===== src/rtl/switch_color_conditioner_if.sv =====
// Colour-request bus between the switch conditioner and its environment.
// The slave side is the conditioner; the master side drives switches and vsync.
interface switch_color_conditioner_if;
   logic [11:0] sw;
   logic        vsync_start;
   logic [11:0] color;
   logic        color_update;
   logic        pending;

   modport slave (
      input  sw,
      input  vsync_start,
      output color,
      output color_update,
      output pending
   );

   modport master (
      output sw,
      output vsync_start,
      input  color,
      input  color_update,
      input  pending
   );
endinterface


===== src/rtl/switch_color_conditioner.sv =====
// Synchronizes and debounces the colour switches, then commits the settled
// colour only at the start of vertical blanking so the picture never tears.
module switch_color_conditioner #(
   parameter int DEBOUNCE_CYCLES = 1000000
) (
   input  logic                        clk,
   input  logic                        reset,
   switch_color_conditioner_if.slave   bus
);
   localparam int CW = $clog2(DEBOUNCE_CYCLES);
   localparam logic [CW-1:0] CNT_LAST = CW'(DEBOUNCE_CYCLES - 1);

   typedef enum logic [1:0] {IDLE, SETTLE, PENDING} state_t;

   state_t          state, state_next;
   logic [11:0]     sync1, sw_s;
   logic [11:0]     stable, cand, color;
   logic [CW-1:0]   cnt;
   logic            color_update;
   logic            load, inc, accept, commit;

   always_ff @(posedge clk) begin
      if (reset) begin
         sync1 <= '0;
         sw_s  <= '0;
      end else begin
         sync1 <= bus.sw;
         sw_s  <= sync1;
      end
   end

   always_ff @(posedge clk) begin
      if (reset) state <= IDLE;
      else       state <= state_next;
   end

   always_comb begin
      state_next = state;
      case (state)
         IDLE:    if (sw_s != stable) state_next = SETTLE;
         SETTLE:  if (sw_s == cand && cnt == CNT_LAST)
                     state_next = (cand != color) ? PENDING : IDLE;
         PENDING: begin
            if (sw_s != stable)        state_next = SETTLE;
            else if (bus.vsync_start)  state_next = IDLE;
         end
         default: state_next = IDLE;
      endcase
   end

   // Datapath strobes; a commit and a fresh settle may coincide in PENDING.
   always_comb begin
      load   = 1'b0;
      inc    = 1'b0;
      accept = 1'b0;
      commit = 1'b0;
      case (state)
         IDLE:    load = (sw_s != stable);
         SETTLE: begin
            if (sw_s != cand)         load   = 1'b1;
            else if (cnt == CNT_LAST) accept = 1'b1;
            else                      inc    = 1'b1;
         end
         PENDING: begin
            commit = bus.vsync_start;
            load   = (sw_s != stable);
         end
         default: ;
      endcase
   end

   always_ff @(posedge clk) begin
      if (reset) begin
         stable       <= '0;
         cand         <= '0;
         cnt          <= '0;
         color        <= '0;
         color_update <= 1'b0;
      end else begin
         color_update <= commit;
         if (commit) color <= stable;
         if (accept) stable <= cand;
         if (load) begin
            cand <= sw_s;
            cnt  <= '0;
         end else if (inc) begin
            cnt <= cnt + 1'b1;
         end
      end
   end

   assign bus.color        = color;
   assign bus.color_update = color_update;
   assign bus.pending      = (state == PENDING);
endmodule


===== src/flat_wrapper.sv =====
// flat-port wrapper written by rule: the top's interface ports become plain ports
module switch_color_conditioner_flat 
#(
   parameter int DEBOUNCE_CYCLES = 1000000
)
  (clk, reset, bus_sw, bus_vsync_start, bus_color, bus_color_update, bus_pending);
  switch_color_conditioner_if bus_i ();
  input  logic clk;
  input  logic reset;
  input wire logic [$bits(bus_i.sw)-1:0] bus_sw;
  input wire logic [$bits(bus_i.vsync_start)-1:0] bus_vsync_start;
  output wire logic [$bits(bus_i.color)-1:0] bus_color;
  output wire logic [$bits(bus_i.color_update)-1:0] bus_color_update;
  output wire logic [$bits(bus_i.pending)-1:0] bus_pending;
  assign bus_i.sw = bus_sw;
  assign bus_i.vsync_start = bus_vsync_start;
  assign bus_color = bus_i.color;
  assign bus_color_update = bus_i.color_update;
  assign bus_pending = bus_i.pending;
  switch_color_conditioner #(.DEBOUNCE_CYCLES(DEBOUNCE_CYCLES)) u_core (.clk(clk), .reset(reset), .bus(bus_i));
endmodule

===== config.mk =====
export PLATFORM = sky130hd
export DESIGN_NAME = switch_color_conditioner_flat
export DESIGN_NICKNAME = d
export VERILOG_FILES = /design/src/rtl/switch_color_conditioner_if.sv /design/src/rtl/switch_color_conditioner.sv /design/src/flat_wrapper.sv
export SDC_FILE = /design/constraint.sdc
export NUM_CORES = 1
export LEC_CHECK = 0
export BUFFER_PORTS_ARGS = -buffer_cell sky130_fd_sc_hd__buf_4
export CAP_MARGIN = 5
export CORE_MARGIN = 3
export CORE_UTILIZATION = 40
export DETAILED_ROUTE_END_ITERATION = 12
export GPL_TIMING_DRIVEN = 0
export HOLD_SLACK_MARGIN = 0.05
export PLACE_DENSITY = 0.58
export SLEW_MARGIN = 20
export SYNTH_ARGS = -nofsm -noshare
export SYNTH_HDL_FRONTEND = slang
export SYNTH_SLANG_ARGS = --single-unit
export TNS_END_PERCENT = 30

===== constraint.sdc =====
create_clock -name clk -period 1.94 [get_ports clk]
set_input_delay 0.388 -clock clk [delete_from_list [all_inputs] [get_ports clk]]
set_output_delay 0.388 -clock clk [all_outputs]
set_load 0.1 [all_outputs]

# After elaboration in Yosys (flattened, before gate mapping)

Cells that the tools add are included.

Multiplexer cells: 15
Equality and inequality tests: 10
Reductions and logical operators: 5
$add $sub $neg: 1

Operators with widths:

| operator                                            | count |
|---|---|
| != test 12 bit                                      | 3 |
| adder 20 x 1 -> 20 bit, second input constant       | 1 |
| equality test 20 bit, second input constant         | 1 |
| equality test 12 bit                                | 1 |
| two-way mux 2 bit                                   | 5 |
| two-way mux 1 bit                                   | 8 |
| one-hot mux 2 bit (3 select lines)                  | 1 |
| != test 2 x 1 -> 1 bit, second input constant       | 2 |
| OR reduction 2 bit                                  | 2 |
| != test 3 x 2 -> 1 bit, second input constant       | 1 |
| AND reduction 3 bit                                 | 1 |
| equality test 2 x 1 -> 1 bit, second input constant | 1 |
| equality test 2 bit, second input constant          | 1 |
| zero test 2 bit                                     | 1 |
| one-hot mux 1 bit (2 select lines)                  | 1 |
| logical AND 1 bit                                   | 1 |

Bits of input ports: 15
Register bits: 83

# Logic depth before layout (Yosys ltp)

Depth after elaboration: 4
Depth in mapped cells: 7
Mapped depth without buffers: 6

# Worst setup path after synthesis

OpenSTA, ideal clock, no wires.

Path kind: register -> register
Start point: register u_core.state[1]
End point: register u_core.color[4], in the netlist u_core.bus.color[4]
Clock period less this slack: 2.594 ns
Stages on the path, launching flop included: 6
Library setup time: 0.071 ns
Arrival: 2.523 ns
Buffers on the path: 1
Path slack: -0.654 ns
Cell sequence: dfxtp_1 > nor2b_1 > and2_1 > clkbuf_1 > nand2_1 > a21oi_1

Word-level cells in the longest chain between the ends: 2

RTL lines:

| item                   | line                           | text |
|---|---|---|
| start, declared        | switch_color_conditioner.sv:15 | `state_t state, state_next;` |
| start signal, assigned | switch_color_conditioner.sv:34 | `else state <= state_next;` |
| equality test 2 bit    | n/a                            |  |
| via bus_pending        | flat_wrapper.sv:14             | `output wire logic [$bits(bus_i.pending)-1:0] bus_pending;` |
| two-way mux 1 bit      | switch_color_conditioner.sv:57 | `case (state)` |
| end signal, assigned   | switch_color_conditioner.sv:81 | `if (commit) color <= stable;` |
| end, declared          | switch_color_conditioner.sv:17 | `logic [11:0] stable, cand, color;` |

The timed path passes the listed nets, and every way through them passes these cells.
A chain may end at the register's enable or synchronous reset.

# Final worst setup path

Start point: register u_core.cnt[10]
End point: register u_core.cnt[6]

Word-level cells in the longest chain between the ends: 4

RTL lines:

| item                   | line                           | text |
|---|---|---|
| start, declared        | switch_color_conditioner.sv:18 | `logic [CW-1:0] cnt;` |
| start signal, assigned | switch_color_conditioner.sv:87 | `cnt <= cnt + 1'b1;` |
| equality test 20 bit   | switch_color_conditioner.sv:61 | `else if (cnt == CNT_LAST) accept = 1'b1;` |
| two-way mux 1 bit      | switch_color_conditioner.sv:61 |  |
| two-way mux 1 bit      | switch_color_conditioner.sv:60 | `if (sw_s != cand) load = 1'b1;` |
| two-way mux 1 bit      | switch_color_conditioner.sv:57 |  |

Every way passes these cells.

==> flow_summary.toml <==
[route]
wl_met3_um = 387
drt_wl_total_um = 8855
final_antenna_net_count = 0
vias = 3040
drt_iter0_drc = 136
avgViaCountPerCell = 5.278
wl_per_cell_um = 15.37
highest_layer = "met4"
dr.pass1.iters = 4
met1_length_um = 4438
met2_length_um = 3881
route.detailed.drc = 0

[setup_path]
critPathMaxFanout = 5
cp.arrival_ns = 2.38
start_kind = "flip-flop"
crit_type = "flip-flop to flip-flop"
rr_startpoint = "u_core.cnt[10]"
cp-startpoint = "u_core.cnt[10]"
endpoint_kind = "flip-flop"
cp.required_ns = 2.18

[synth]
yosysMostFrequentCell = "dfxtp_1"
ys_top_cells_by_count = "83 x dfxtp_1, 59 x nand2_1, 43 x a21oi_1, 26 x nor2b_1, 25 x xnor2_1"
ys.flop_type = "dfxtp_1"
synth_cells = 411
yosysSeqAreaShare_pct = 45.87
synth_top_area_cell = "dfxtp_1"
syn_area_mm2 = 0.003622
async_reset_ff_share_pct = 0
netlist.area_leader.share_pct = 45.87
synth_cell_types = 39
syn_nets = 427
ys_seq_elements = 83
syn_area_per_cell_um2 = 8.813
ys_warn_count = 0
yosys-top-cells-area = "dfxtp_1 46%, nand2_1 6.1%, xnor2_1 6.0%"
synth_edf_count = 0

[placement]
port_buffers = 28
pre_cts_slack_ns = -0.5070
gp_congestion = 0.8202
dp_hpwl_um = 6208

[hold_path]
holdCritStartpoint = "bus_sw[10]"
hp-class = "primary input to flip-flop"

[cells_and_area]
final_layout_size_suffix_gt1_share_pct = 26.71
final_core_util_pct = 51.54
finalNetCount = 479
diodes = 0
area.growth.synth_to_final_pct = 24.70

[timing]
tightest_slew_ns = 0.6025
fin_skew_ns = 0.01091
timing.final.ws_setup_ns = -0.1933
relSlewSlack_pct = 59.83
rsz0062_at_grt = "true"
post-route-min-period_ns = 2.133
setup_viol = 25
finalHoldViolCount = 0
fmax_ghz = 0.4688
fin_crit_sh_pct = 110.0
slew_viol_final = 0

[cts]
clock_latency_ns = 0.36
root_buffer = "clkbuf_8"
postCtsHoldBufs = 0
clk_pin_slew_ns = 0.10
cts_tree = "done"
cts_sinks = 83
cts_buffers = 9
cts_htree_levels = 3
clk_path_buf_depth = 2

[floorplanning]
initial_utilization_pct = 41.33
dieArea_mm2 = 0.01023
rows = 34
coreArea_mm2 = 0.008763
die_y_um = 101.2
ios = 29
die_w_um = 101.2

[global_routing]
overflow = 0
grt_pass1_vias = 2812
grt_pass1_wl_um = 14520
grtUsageTotal_pct = 18.15
antenna_found_initial = 0
grt_max_degree = 18

[flow_run]
maxCapViolations = 0

[power_and_ir_drop]
peakVddDrop_uv = 353.0
power_density_mw_per_mm2 = 740.8
p_leak_nw = 1.633
p_total_w = 0.003346

[status]
outcome = "finished, violations left"
failed_checks = "setup timing"
## per-layer routing
layer	vias up	global-route usage, %
met5	-	0
met4	0	7.669
met3	10	2.617
met2	77	26.91
met1	1389	26.35
li1	1564	-
## worst max-delay path, stage by stage (launching register included)
cell,delay [ns]
dfxtp_4,0.36
or4_4,0.52
or4_4,0.53
buf_6,0.15
nor2_4,0.16
buf_6,0.15
or4_1,0.11
a21oi_1,0.05
## state kept, by name, indices dropped and copies added, names as in the netlist
signal	flops
u_core.sync1	12
u_core.bus.color_update	1
u_core.cand	12
u_core.state	2
u_core.stable	12
u_core.bus.color	12
u_core.sw_s	12
u_core.cnt	20
## stage by stage
stage | hold WS, ns | setup TNS (ns) | instances | area, µm²
after detailed placement | 0.4204 | -11.48 | 547 | 3975
after CTS | 0.2045 | -3.109 | 574 | 4404
after global routing | 0.2146 | -5.703 | 576 | 4517
after global placement | 0.4213 | -10.11 | 547 | 3975
final | 0.2238 | -3.035 | 576 | 4517
after floorplan | 0.4138 | -0.9843 | 411 | 3630
## final cells by class
class                           count  area [µm²]
Buffer                             22       137.6
Clock buffer                        9       123.9
Clock inverter                      7       66.31
Fill cell                         842        4247
Inverter                            3       11.26
Multi-Input combinational cell    303        2004
Sequential cell                    83        1709
Tap cell                          108       135.1
Timing Repair Buffer               41       329.1
## kinds of logic (layout without fill, tap and decap cells)
logic type / count (synthesis) / after routing / synth area share [%]
buf+inv: 25 / 82 / 2.936
compound gates: 80 / 80 / 12.50
xor+xnor: 37 / 37 / 8.946
fa+ha+maj: 1 / 1 / 0.3454
flops: 83 / 83 / 45.87
mux: 12 / 12 / 3.316
simple gates: 173 / 173 / 26.08
## cell usage in the layout, fill, tap and decap left out, types with 5 or more instances in the layout
cell type  instances
nand2_1           59
nand3_1           18
dfxtp_2           23
nor2b_1           25
nand4_1           12
or4_1             12
mux2i_1           12
dfxtp_4            5
xor2_1            12
buf_6              6
o21ai_1           18
clkbuf_1          11
dfxtp_1           55
xnor2_1           21
o31ai_1            9
or3_1              8
a21oi_1           41
buf_4             37
clkbuf_8          13
## where the power goes
group | internal, W | leakage, nW | switching (W) | total, W
clock | 0.000500 | 0.0922 | 0.000715 | 0.00122
combinational | 0.000153 | 0.851 | 0.000203 | 0.000357
sequential | 0.00174 | 0.689 | 0.0000374 | 0.00177
## path summary, 6_finish.rpt
kind	end	slack [ns]	depth (start not counted)
worst min-delay path	u_core.sync1[10]	0.22	2
worst max register to register	u_core.cnt[6]	-0.19	7
worst min register to register	u_core.sw_s[0]	0.44	1
worst max-delay path	u_core.cnt[6]	-0.19	7
## what timing repair did
action / CTS / global route
hold endpoints to repair: 0 / 0
buffers inserted: 8 / 2
gates resized for setup: 54 / 32
pin swaps: 27 / 10
setup endpoints to repair: 42 / 43
gates cloned: 3 / 0
Power figures use the tool's default switching activity.
